$ cat config.mk
export PLATFORM = sky130hd
export DESIGN_NAME = sram_bus_arbiter
export DESIGN_NICKNAME = d
export VERILOG_FILES = /design/src/rtl/sram_bus_arbiter_pkg.sv /design/src/rtl/sram_bus_arbiter_seq.sv /design/src/rtl/sram_bus_arbiter.sv
export SDC_FILE = /design/constraint.sdc
export NUM_CORES = 1
export LEC_CHECK = 0
export BUFFER_PORTS_ARGS = -buffer_cell sky130_fd_sc_hd__buf_2
export CORE_MARGIN = 2
export CORE_UTILIZATION = 48
export DETAILED_ROUTE_END_ITERATION = 16
export PLACE_DENSITY = 0.85
export SLEW_MARGIN = 0
export SYNTH_ARGS = -nofsm -noshare
export SYNTH_HDL_FRONTEND = slang
export SYNTH_HIERARCHICAL = 1
export SYNTH_SLANG_ARGS = --single-unit
$ cat constraint.sdc
create_clock -name clk -period 2.3 [get_ports clk]
set_input_delay 0.23 -clock clk [delete_from_list [all_inputs] [get_ports clk]]
set_output_delay 0.23 -clock clk [all_outputs]
set_load 0.01 [all_outputs]
$ cat src/rtl/sram_bus_arbiter_pkg.sv
// Shared types for the SRAM bus arbiter: FSM states, grant encoding, the
// latched request record and the write-strobe timing helper.
package sram_bus_arbiter_pkg;

  typedef logic [31:0] word_t;
  typedef logic        bit_t;

  typedef enum logic [1:0] {
    IDLE,
    ACCESS,
    DONE
  } arb_state_t;

  typedef enum logic [1:0] {
    GRANT_NONE,
    GRANT_IF,
    GRANT_MEM
  } grant_t;

  typedef struct packed {
    word_t       addr;
    word_t       wdata;
    logic [3:0]  be;
    bit_t        we;
  } sram_req_t;

  // Reads always fetch the full word; lane selection happens downstream.
  localparam logic [3:0] BE_FULL = 4'b1111;
  // All byte lanes deselected on the active-low SRAM pins.
  localparam logic [3:0] BE_N_IDLE = 4'b1111;

  // True when we_n must be low in ACCESS cycle `cnt`. Cycle 0 is address
  // setup and the last cycle is data hold. With only two ACCESS cycles the
  // hold moves into DONE (data is still driven there), so cycle 1 strobes.
  function automatic bit_t we_strobe(input int unsigned cnt,
                                     input int unsigned wait_cycles);
    if (cnt == 0) return 1'b0;
    if (wait_cycles == 2) return 1'b1;
    return bit_t'(cnt < wait_cycles - 1);
  endfunction

endpackage

$ cat src/rtl/sram_bus_arbiter_seq.sv
// Async-SRAM access sequencer: latches a granted request on start, walks the
// ACCESS counter and drives registered SRAM pins, flags the last ACCESS cycle.
module sram_access_seq
  import sram_bus_arbiter_pkg::*;
#(
  parameter int unsigned WAIT_CYCLES = 2,
  parameter int unsigned SRAM_AW     = 20
) (
  input  logic               clk,
  input  logic               rst,
  input  logic               start,
  input  sram_req_t          req,
  output logic               done,
  output word_t              rdata,
  output logic [SRAM_AW-1:0] sram_addr,
  output word_t              sram_wdata,
  output logic               sram_wdata_en,
  input  word_t              sram_rdata,
  output logic               sram_ce_n,
  output logic               sram_oe_n,
  output logic               sram_we_n,
  output logic [3:0]         sram_be_n
);

  localparam int unsigned          CNT_W    = $clog2(WAIT_CYCLES);
  localparam logic [CNT_W-1:0]     CNT_LAST = CNT_W'(WAIT_CYCLES - 1);

  logic             active_q;
  logic [CNT_W-1:0] cnt_q;
  logic [CNT_W-1:0] cnt_nxt;
  bit_t             we_q;
  logic             unused_addr_bits;

  assign cnt_nxt = cnt_q + CNT_W'(1);
  // Last ACCESS cycle: the arbiter captures read data and moves to DONE here.
  assign done    = active_q && (cnt_q == CNT_LAST);
  // The data bus word sampled at the edge that ends the last ACCESS cycle.
  assign rdata   = sram_rdata;
  // Byte offset and bits above the SRAM word range never reach the pins.
  assign unused_addr_bits = ^{req.addr[31:SRAM_AW+2], req.addr[1:0]};

  // Access counter and latched write flag.
  always_ff @(posedge clk or posedge rst) begin
    if (rst) begin
      active_q <= 1'b0;
      cnt_q    <= '0;
      we_q     <= 1'b0;
    end else if (start) begin
      active_q <= 1'b1;
      cnt_q    <= '0;
      we_q     <= req.we;
    end else if (active_q) begin
      if (done) active_q <= 1'b0;
      else      cnt_q    <= cnt_nxt;
    end
  end

  // Registered SRAM pins, loaded with the value for the coming cycle.
  always_ff @(posedge clk or posedge rst) begin
    if (rst) begin
      sram_addr     <= '0;
      sram_wdata    <= '0;
      sram_wdata_en <= 1'b0;
      sram_ce_n     <= 1'b1;
      sram_oe_n     <= 1'b1;
      sram_we_n     <= 1'b1;
      sram_be_n     <= BE_N_IDLE;
    end else if (start) begin
      sram_addr     <= req.addr[SRAM_AW+1:2];
      sram_wdata    <= req.wdata;
      sram_wdata_en <= req.we;
      sram_ce_n     <= 1'b0;
      sram_oe_n     <= req.we;
      sram_we_n     <= 1'b1;
      sram_be_n     <= ~req.be;
    end else if (done) begin
      // DONE: deselect the chip but keep driving write data for hold.
      sram_ce_n     <= 1'b1;
      sram_oe_n     <= 1'b1;
      sram_we_n     <= 1'b1;
      sram_be_n     <= BE_N_IDLE;
      sram_wdata_en <= we_q;
    end else if (active_q) begin
      sram_we_n     <= ~(we_q && we_strobe(32'(cnt_nxt), WAIT_CYCLES));
    end else begin
      sram_wdata_en <= 1'b0;
    end
  end

endmodule

$ cat src/rtl/sram_bus_arbiter.sv
// Shares one async SRAM port between instruction fetch and the MEM stage.
// MEM has fixed priority; each grant runs a full IDLE/ACCESS/DONE sequence.
module sram_bus_arbiter
  import sram_bus_arbiter_pkg::*;
#(
  parameter int unsigned WAIT_CYCLES = 2,
  parameter int unsigned SRAM_AW     = 20
) (
  input  logic               clk,
  input  logic               rst,
  input  logic               if_req,
  input  logic [31:0]        if_addr,
  output logic [31:0]        if_rdata,
  output logic               if_ready,
  output logic               if_stall,
  input  logic               mem_load,
  input  logic               mem_store,
  input  logic [31:0]        mem_address,
  input  logic [31:0]        mem_wdata,
  input  logic [3:0]         mem_byte_en,
  output logic [31:0]        mem_rdata,
  output logic               mem_ready,
  output logic               mem_stall,
  output logic [SRAM_AW-1:0] sram_addr,
  output logic [31:0]        sram_wdata,
  output logic               sram_wdata_en,
  input  logic [31:0]        sram_rdata,
  output logic               sram_ce_n,
  output logic               sram_oe_n,
  output logic               sram_we_n,
  output logic [3:0]         sram_be_n
);

  arb_state_t state_q, state_d;
  grant_t     grant_q, grant_d;
  sram_req_t  req_d;
  logic       start;
  logic       mem_req;
  logic       seq_done;
  word_t      seq_rdata;
  bit_t       mem_we_q;
  logic       if_ready_q, mem_ready_q;
  word_t      if_rdata_q, mem_rdata_q;

  assign mem_req = mem_load | mem_store;

  // FSM state register.
  always_ff @(posedge clk or posedge rst) begin
    if (rst) state_q <= IDLE;
    else     state_q <= state_d;
  end

  // FSM next state: DONE always returns to IDLE, so every request pays in full.
  always_comb begin
    state_d = state_q;
    unique case (state_q)
      IDLE:    if (start)    state_d = ACCESS;
      ACCESS:  if (seq_done) state_d = DONE;
      DONE:                  state_d = IDLE;
      default:               state_d = IDLE;
    endcase
  end

  // FSM outputs: fixed-priority grant and the request record to latch.
  always_comb begin
    start    = 1'b0;
    grant_d  = GRANT_NONE;
    req_d    = '0;
    req_d.be = BE_FULL;
    if (state_q == IDLE) begin
      if (mem_req) begin
        // Load and store together is treated as a store.
        start       = 1'b1;
        grant_d     = GRANT_MEM;
        req_d.addr  = mem_address;
        req_d.wdata = mem_wdata;
        req_d.we    = mem_store;
        req_d.be    = mem_store ? mem_byte_en : BE_FULL;
      end else if (if_req) begin
        start      = 1'b1;
        grant_d    = GRANT_IF;
        req_d.addr = if_addr;
      end
    end
  end

  // Grant tracking, ready pulses and per-requester read data capture.
  always_ff @(posedge clk or posedge rst) begin
    if (rst) begin
      grant_q     <= GRANT_NONE;
      mem_we_q    <= 1'b0;
      if_ready_q  <= 1'b0;
      mem_ready_q <= 1'b0;
      if_rdata_q  <= '0;
      mem_rdata_q <= '0;
    end else begin
      if_ready_q  <= 1'b0;
      mem_ready_q <= 1'b0;
      if (start) begin
        grant_q  <= grant_d;
        mem_we_q <= req_d.we;
      end else if (state_q == DONE) begin
        grant_q  <= GRANT_NONE;
      end
      if ((state_q == ACCESS) && seq_done) begin
        if (grant_q == GRANT_IF) begin
          if_ready_q <= 1'b1;
          if_rdata_q <= seq_rdata;
        end
        if (grant_q == GRANT_MEM) begin
          mem_ready_q <= 1'b1;
          if (!mem_we_q) mem_rdata_q <= seq_rdata;
        end
      end
    end
  end

  assign if_ready  = if_ready_q;
  assign mem_ready = mem_ready_q;
  assign if_rdata  = if_rdata_q;
  assign mem_rdata = mem_rdata_q;
  assign if_stall  = if_req & ~if_ready_q;
  assign mem_stall = mem_req & ~mem_ready_q;

  sram_access_seq #(
    .WAIT_CYCLES (WAIT_CYCLES),
    .SRAM_AW     (SRAM_AW)
  ) u_seq (
    .clk           (clk),
    .rst           (rst),
    .start         (start),
    .req           (req_d),
    .done          (seq_done),
    .rdata         (seq_rdata),
    .sram_addr     (sram_addr),
    .sram_wdata    (sram_wdata),
    .sram_wdata_en (sram_wdata_en),
    .sram_rdata    (sram_rdata),
    .sram_ce_n     (sram_ce_n),
    .sram_oe_n     (sram_oe_n),
    .sram_we_n     (sram_we_n),
    .sram_be_n     (sram_be_n)
  );

endmodule
=== Word-level counts from Yosys, hierarchy flattened ===
Cells that the tools add are included.

* Multiply operators: 0
* Shift-type cells: 0
* Magnitude comparators: 1
* Equal/unequal tests: 8
* Reduce and logical (&&, ||, !) cells: 12
* Divide/modulo/power cells: 0
* Muxes and demuxes: 51
* Bitwise logic cells: 8
* $add $sub $neg: 1

{| class="wikitable"
|+ Operator list
! operator !! count
|-
| $mux 59 || 1
|-
| $mux 22 || 2
|-
| $mux 1 || 37
|-
| $mux 37 || 1
|-
| $mux 2 || 6
|-
| $mux 4 || 3
|-
| $ne 2x2->1 const B || 3
|-
| $reduce_and 2->1 || 3
|-
| $reduce_bool 2->1 || 3
|-
| $eq 2x1->1 const B || 2
|-
| $eq 2x2->1 const B || 2
|-
| $not 1->1 || 4
|-
| $not 4->4 || 1
|-
| $pmux 2 s2 || 1
|-
| $logic_and 1x1->1 || 3
|-
| $ne 3x3->1 const B || 1
|-
| $reduce_and 3->1 || 1
|-
| $reduce_bool 3->1 || 1
|-
| $and 1x1->1 || 2
|-
| $logic_not 2->1 || 1
|-
| $add 1x1->1 const B || 1
|-
| $lt 1x1->1 const B || 1
|-
| $or 1x1->1 || 1
|}

* Memories kept: 0
* Latch bits: 0
* Flip-flop bits (word level): 133
* ROM bits: 0
* Word-level logic and storage cells: 97
* Memory bits (writable): 0

=== Depth between registers and ports, before layout ===
Gate-level depths: netlist of run 1.

* Depth in word-level cells: 19
* Depth in mapped cells: 7
* Mapped depth without buffers: 5

=== Hierarchy ===
The synthesis of run 1 kept the hierarchy.

{| class="wikitable"
|+ Modules (own cells, without submodules)
! module !! area an instance (sq um) !! sequential area each (sq um) !! cells an instance !! instances
|-
| sram_bus_arbiter || 3395.8 || 1776.7 || 247 || 1
|-
| sram_access_seq || 2636.3 || 1585.3 || 183 || 1
|}

=== Worst setup path before layout of run 1 ===
OpenSTA, ideal clock, no wires.

* Path type: reg-to-reg
* Start: reg u_seq.active_q
* End: reg mem_rdata_q[0], in the netlist mem_rdata[0]
* Arrival time: 1673 ps
* Cell stages (with the launch flop): 8
* Data required time: 2175 ps
* Setup time: 125 ps
* Slack: 501 ps
* Path through: dfrtp_1 > nand2_1 > inv_1 > nand3b_2 > or3_1 > buf_6 > buf_12 > mux2_4

* Longest elaborated chain between the ends: 3

{| class="wikitable"
|+ Ends and longest elaborated chain
! element !! line !! RTL
|-
| start: declaration || sram_bus_arbiter_seq.sv:28 || <nowiki>logic active_q;</nowiki>
|-
| start signal: assignment || sram_bus_arbiter_seq.sv:45 || <nowiki>active_q <= 1'b0;</nowiki>
|-
| start signal: assignment || sram_bus_arbiter_seq.sv:49 || <nowiki>active_q <= 1'b1;</nowiki>
|-
| start signal: assignment || sram_bus_arbiter_seq.sv:53 || <nowiki>if (done) active_q <= 1'b0;</nowiki>
|-
| $logic_and 1x1->1 || sram_bus_arbiter_seq.sv:36 || <nowiki>assign done = active_q && (cnt_q == CNT_LAST);</nowiki>
|-
| via seq_done || sram_bus_arbiter.sv:39 || <nowiki>logic seq_done;</nowiki>
|-
| $logic_and 1x1->1 || sram_bus_arbiter.sv:105 || <nowiki>if ((state_q == ACCESS) && seq_done) begin</nowiki>
|-
| $reduce_and 3->1 (no source line) || -- ||
|-
| end signal: assignment || sram_bus_arbiter.sv:112 || <nowiki>if (!mem_we_q) mem_rdata_q <= seq_rdata;</nowiki>
|-
| end: declaration || sram_bus_arbiter.sv:43 || <nowiki>word_t if_rdata_q, mem_rdata_q;</nowiki>
|}

The timed path passes the listed nets, and every way through them passes these cells.
A chain may end at the register's enable or synchronous reset.

=== Worst setup path after layout of run 1 ===
* Start: reg u_seq.active_q
* End: reg mem_rdata_q[6], in the netlist mem_rdata[6]

The elaborated chain is that of the path after synthesis.

==> key figures, run 1 <==
Run status
  – Status: completed

Global routing
  – First-pass GRT wire length: 20.6 mm
  – Initial antenna violation count: 0
  – Number of global-route vias before repair: 4264
  – Total GRT Usage: 20.3%
  – Largest net degree at the start of global routing: 64
  – Grt total ovfl: 0

Routing
  – Via count: 3968
  – Drt first pass iters: 6
  – DRT iter0 DRCs: 252
  – DRC viols: 0
  – Routed WL per cell: 16.9 microns
  – DR vias/cell: 5.04
  – Final WL: 13.3 mm
  – Antenna violation net count after detailed routing: 0

Setup path
  – Crit end category: flop
  – Critical Path RT: 2.59 ns
  – Kind of critical path: reg2reg
  – Worst EP arrival: 2.39 ns
  – Maximum fanout along the worst path: 32
  – CP Launch Type: flop

STA
  – Fmax: 477 MHz
  – Shortest period the worst path allows: 2.10 ns
  – Period utilisation layout: 91.2%
  – Hold Vio Cnt, Final: 0
  – Setup_tns: 0 ns
  – Final setup vio count: 0
  – Unrepaired setup endpoints after global routing: false
  – Max transition margin: 47.7%
  – Clock skew: 0.00553 ns
  – Max-slew violations: 0
  – Worst-margin pin slew: 0.785 ns

Clock tree
  – Clock-pin slew on the worst setup and hold paths: 0.06 ns
  – Post_cts resized: 0
  – CTS sink cnt: 134
  – Clk Latency, worst-skew pair: 0.41 ns
  – Max Buffers Root-to-Sink: 2
  – Post-CTS setup buffer count: 0
  – Num CTS Buffers: 17
  – CTS hold repair buffers: 1
  – Clk root buf: clkbuf_16
  – TritonCTS clock tree: done
  – H-tree levels: 4

Logic synthesis
  – Syn Inst Count: 418
  – Yosys warning total: 6
  – Syn_nets: 555
  – Post-Syn Area: 5930 sq um
  – Syn Area/Cell: 14.2 sq um

Finish
  – Final instance area: 7630 sq um
  – Layout area overhead: 28.8%
  – Ant. Diodes: 0
  – Final #Nets: 764
  – Layout fillers: 862
  – Layout cells sized above 1: 63.7%

Floorplan
  – Core area: 12000 sq um
  – Num rows: 40
  – Initial Util: 49.3%
  – Die Area: 13300 sq um
  – Die width: 115 microns
  – I/O pins: 265
  – Die Span Y: 115 microns

Placed design
  – Detailed Place HPWL: 9.53 mm
  – Port Buffers: 240
  – Placed Area: 7010 sq um
  – Gpl congestion: 0.754

Power
  – Power per cell area: 1410 nW/um^2
  – Leakage power: 0.00416 uW
  – Peak VDD IR: 0.000689 V

Job
  – Max-Cap Viols: 0

Worst hold path
  – Worst min path class: in2reg
## per-stage QoR
step	instances	hold slack, ns	worst slack [ns]	utilization (%)	power, uW
2_1_floorplan	418	0.393	0.273	-	6500
3_3_place_gp	754	0.333	0.297	58.4	7810
3_5_place_dp	754	0.362	0.257	58.4	8030
4_1_cts	787	0.0420	0.211	63.5	10900
5_1_grt	787	0.0550	0.108	63.5	11400
6_report	787	0.0645	0.202	63.5	10800
## routing by layer
metal / track usage (%) / share of wire, % / vias up
li1: - / - / 1833
met1: 22.1 / 40 / 1929
met2: 35.8 / 51 / 189
met3: 8.38 / 8.2 / 17
met4: 6.83 / 1.2 / 0
met5: 0 / 0 / -
## cell type report
type / instances / area (sq um) / area share, %
repair buffers: 248 / 1330 / 17.4
clock inverters: 12 / 151 / 1.98
multi-input cells: 219 / 2130 / 27.9
flip-flops and latches: 134 / 3360 / 44.0
clock buffers: 20 / 457 / 5.98
well taps: 147 / 184 / 2.41
inverters: 7 / 26.3 / 0.344
## sequential cells by signal, indices dropped and copies added, names as in the netlist, 2 cells and up
name and cells:
u_seq/sram_wdata 32, u_seq/sram_addr 20, grant_q 2, u_seq/sram_be_n 4
if_rdata 32, state_q 2, mem_rdata 32
## cells in the final DEF (no fill, tap or decap), types with 2 or more instances in the layout
cell        count
clkbuf_8        2
a21o_1          2
a21oi_1         4
and2_1         32
o21ai_0         5
buf_12          5
inv_1           5
dfstp_2         7
mux2_2         81
a22oi_1         4
clkinvlp_4      5
buf_2         240
a22o_1         20
nor2_1         13
dfrtp_1       127
mux2_4         35
bufinv_16       3
inv_2           2
buf_4           2
nand2_1         2
clkbuf_16      17
clkinv_2        3
nand2b_1        7
## final timing paths
kind / from / to / slack (ns) / depth (start not counted)
min reg2reg: if_rdata[15] / if_rdata[15] / 0.50 / 1
max in group asynchronous: rst / if_rdata[11] / 1.16 / 4
min in group asynchronous: rst / mem_rdata[5] / 0.49 / 3
max: u_seq/active_q / mem_rdata[6] / 0.20 / 6
min: sram_rdata[23] / mem_rdata[23] / 0.06 / 2
max reg2reg: u_seq/active_q / mem_rdata[6] / 0.20 / 6
## critical path: stages, from the launching register on
cell and delay (ns):
dfrtp_1 0.45, nand2_1 0.18, inv_1 0.14, nand3b_2 0.14, or3_2 0.51, buf_12 0.22
mux2_4 0.33
## power by group
group | switching, uW | internal, uW
Combinational | 1800 | 2070
Sequential | 642 | 3490
Clock | 990 | 1760
(Power assumes the default switching activity.)
==> run 2, diff against run 1 <==
--- a/config.mk
+++ b/config.mk
@@ -6,10 +6,12 @@
 export NUM_CORES = 1
 export LEC_CHECK = 0
 export BUFFER_PORTS_ARGS = -buffer_cell sky130_fd_sc_hd__buf_2
+export CELL_PAD_IN_SITES_DETAIL_PLACEMENT = 0
+export CELL_PAD_IN_SITES_GLOBAL_PLACEMENT = 2
 export CORE_MARGIN = 2
-export CORE_UTILIZATION = 48
+export CORE_UTILIZATION = 30
 export DETAILED_ROUTE_END_ITERATION = 16
-export PLACE_DENSITY = 0.85
+export PLACE_DENSITY = 0.84
 export SLEW_MARGIN = 0
 export SYNTH_ARGS = -nofsm -noshare
 export SYNTH_HDL_FRONTEND = slang
==> run 2 against run 1 <==
  * Core utilization fell by 23 points
  * Sequential share of layout area fell by 1.2 points
  * Combinational power barely moved
  * Clock skew rose by 0.0012 ns
  * Critical path type unchanged
  * Non-clock buffer count did not move
  * Count of clock-buffer cells in the layout fell by 2
==> key figures, run 2 (synthesized netlist as in run 1, its figures left out) <==
Run status
  – Status: completed

Global routing
  – Global Route met1 Usage: 15.8% (-6.3 points)
  – M3 GR Usage: 4.60% (-3.8 points)
  – Grt total ovfl: 0 (unchanged)
  – Met2 usage: 21.2% (-15 points)
  – First-pass GRT wire length: 21.3 mm (+3.5%)
  – Number of global-route vias before repair: 4160 (-2.4%)
  – Initial antenna violation count: 0 (unchanged)
  – Total GRT Usage: 13.1% (-7.2 points)
  – Largest net degree at the start of global routing: 69 (+7.8%)
  – GR peak layer: met2

Setup path
  – Kind of critical path: reg2reg
  – Worst r2r path cells: 6 (unchanged)
  – Critical Path RT: 2.59 ns (about the same)
  – Highest-delay cell along the critical path: or3_2
  – Reg-to-reg startpoint: u_seq/active_q
  – Worst EP arrival: 2.41 ns (+0.02 ns)
  – CP Launch Type: flop
  – Crit Reg-Reg Endpoint: mem_rdata[17]
  – Maximum fanout along the worst path: 32 (unchanged)
  – Internal reg-to-reg setup slack: 0.18 ns (-0.02 ns)
  – Peak per-stage delay on the critical path: 0.50 ns (about the same)
  – Worst path cell trace: nand2_1, inv_1, nand3b_2, or3_2, buf_12, mux2_4
  – Crit end category: flop

Clock tree
  – Max Buffers Root-to-Sink: 2 (unchanged)
  – TritonCTS clock tree: done
  – Clock-pin slew on the worst setup and hold paths: 0.06 ns (about the same)
  – Clk root buf: clkbuf_16
  – H-tree levels: 4 (unchanged)
  – Post-CTS setup buffer count: 0 (unchanged)
  – Clk Latency, worst-skew pair: 0.40 ns (about the same)
  – Num CTS Buffers: 17 (unchanged)
  – CTS sink cnt: 134 (unchanged)

Routing
  – Drt first pass iters: 4 (-2)
  – Final WL: 13.6 mm (+2.6%)
  – DR vias/cell: 4.40 (-13%)
  – Routed WL per cell: 15.0 microns (-11%)
  – Antenna violation net count after detailed routing: 0 (unchanged)
  – DRT iter0 DRCs: 94 (-63%)
  – Via count: 3978 (+0.25%)
  – DRC viols: 0 (unchanged)

Power
  – Cell Int Power: 7610 uW (+4.0%)
  – NetSw: 3450 uW (+0.31%)
  – Peak VDD IR: 0.000469 V (-32%)
  – Combinational share of power: 34.9% (-1.1 points)
  – Pwr Total: 11100 uW (+2.8%)
  – Clock share of power: 28.1% (+2.6 points)
  – Power per cell area: 1410 nW/um^2 (about the same)
  – Sw Share: 31.2% (-0.79 points)
  – Flop pwr share: 37.1% (-1.3 points)
  – Leakage power: 0.00420 uW (+1.0%)

Job
  – Max-Cap Viols: 0 (unchanged)

Placed design
  – Detailed Place HPWL: 9.89 mm (+3.8%)
  – Gpl congestion: 0.764 (+1.4%)
  – Port Buffers: 240 (unchanged)

STA
  – Unrepaired setup endpoints after global routing: false
  – Period utilisation layout: 92.2% (+1.0 points)
  – Clock skew: 0.00675 ns (+0.00122 ns)
  – Fmax: 472 MHz (-1.1%)
  – Max transition margin: 48.9% (+1.3 points)
  – Setup_tns: 0 ns (unchanged)
  – Hold Vio Cnt, Final: 0 (unchanged)
  – Final setup vio count: 0 (unchanged)
  – Shortest period the worst path allows: 2.12 ns (+0.0229 ns)
  – Worst-margin pin slew: 0.766 ns (-0.0191 ns)
  – Max-slew violations: 0 (unchanged)

Floorplan
  – I/O pins: 265 (unchanged)
  – Num rows: 51 (+28%)
  – Core area: 19400 sq um (+62%)
  – Die Area: 20900 sq um (+58%)
  – Die width: 145 microns (+26%)
  – Initial Util: 30.6% (-19 points)
  – Die Span Y: 145 microns (+26%)

Worst hold path
  – Min-delay src: sram_rdata[6]
  – Hold Crit Depth: 2 (unchanged)
  – Worst min path class: in2reg
  – Hold endpoint: mem_rdata[6]

Finish
  – Most common cell after layout, fill and taps aside: buf_2
  – Layout area overhead: 32.4%
  – Ant. Diodes: 0 (unchanged)
  – Most frequent cells in the layout: buf_2 (240), dfrtp_1 (127), mux2_2 (81)
  – Layout cells sized above 1: 63.7% (unchanged)
  – Final #Nets: 764 (unchanged)
-- run 2: cell type report --
| cell class | count | area [sq um] |
|---|---|---|
| clock buffer | 18 | 429 |
| clock inverter | 14 | 246 |
| fill | 1878 | 11600 |
| inverter | 7 | 26.3 |
| multi-input combinational | 219 | 2130 |
| sequential | 134 | 3360 |
| tap | 265 | 332 |
| timing repair buffer | 248 | 1330 |
-- run 2: how the worst max path moves through the flow --
stage                              start       endpoint  slack (ns)  cells after the start
final                     u_seq/active_q  mem_rdata[17]        0.18                      6
after global routing      u_seq/active_q  mem_rdata[17]        0.07                      6
after CTS                 u_seq/active_q  mem_rdata[17]        0.18                      6
after detailed placement  u_seq/active_q   mem_rdata[7]        0.19                      6
after global placement    u_seq/active_q   mem_rdata[1]        0.27                      6
after floorplan                      rst     grant_q[0]        0.27                      1
-- run 2: through the flow --
stage               setup WS (ns)  cells  hold WS, ns  cell area (sq um)  utilization [%]
floorplan                   0.273    418        0.393               5930                -
global placement            0.266    872        0.331               7160             36.9
detailed placement          0.187    872        0.328               7160             36.9
CTS                         0.177    905       0.0401               7850             40.5
global route               0.0733    905       0.0522               7850             40.5
finish                      0.179    905       0.0663               7850             40.5
-- run 2: power by group through the flow --
stage          combinational, uW  sequential, uW  clock (uW)
2_1_floorplan               1930            4570           0
3_3_place_gp                3830            4080           0
3_5_place_dp                3930            4130           0
4_1_cts                     3940            4120        3200
5_1_grt                     4200            4260        3300
6_report                    3860            4100        3100
-- run 2: what timing repair did --
item | in CTS | in global routing
hold endpoints to repair | 50 | 0
hold buffers | 1 | 0
gates resized for setup | 0 | 0
-- run 2: worst max-delay path, delay by kind of cell, from the launching register on --
kind | cells | cell delay [ns]
simple gates | 3 | 0.83
mux | 1 | 0.33
buf+inv | 2 | 0.34
flops | 1 | 0.48
-- run 2: per-layer routing --
metal / part of all wire, % / routed length, microns / vias up
li1: - / - / 1834
met1: 42 / 5770 / 1952
met2: 47 / 6410 / 179
met3: 9.1 / 1240 / 13
met4: 1.5 / 201 / 0
met5: 0 / 0 / -
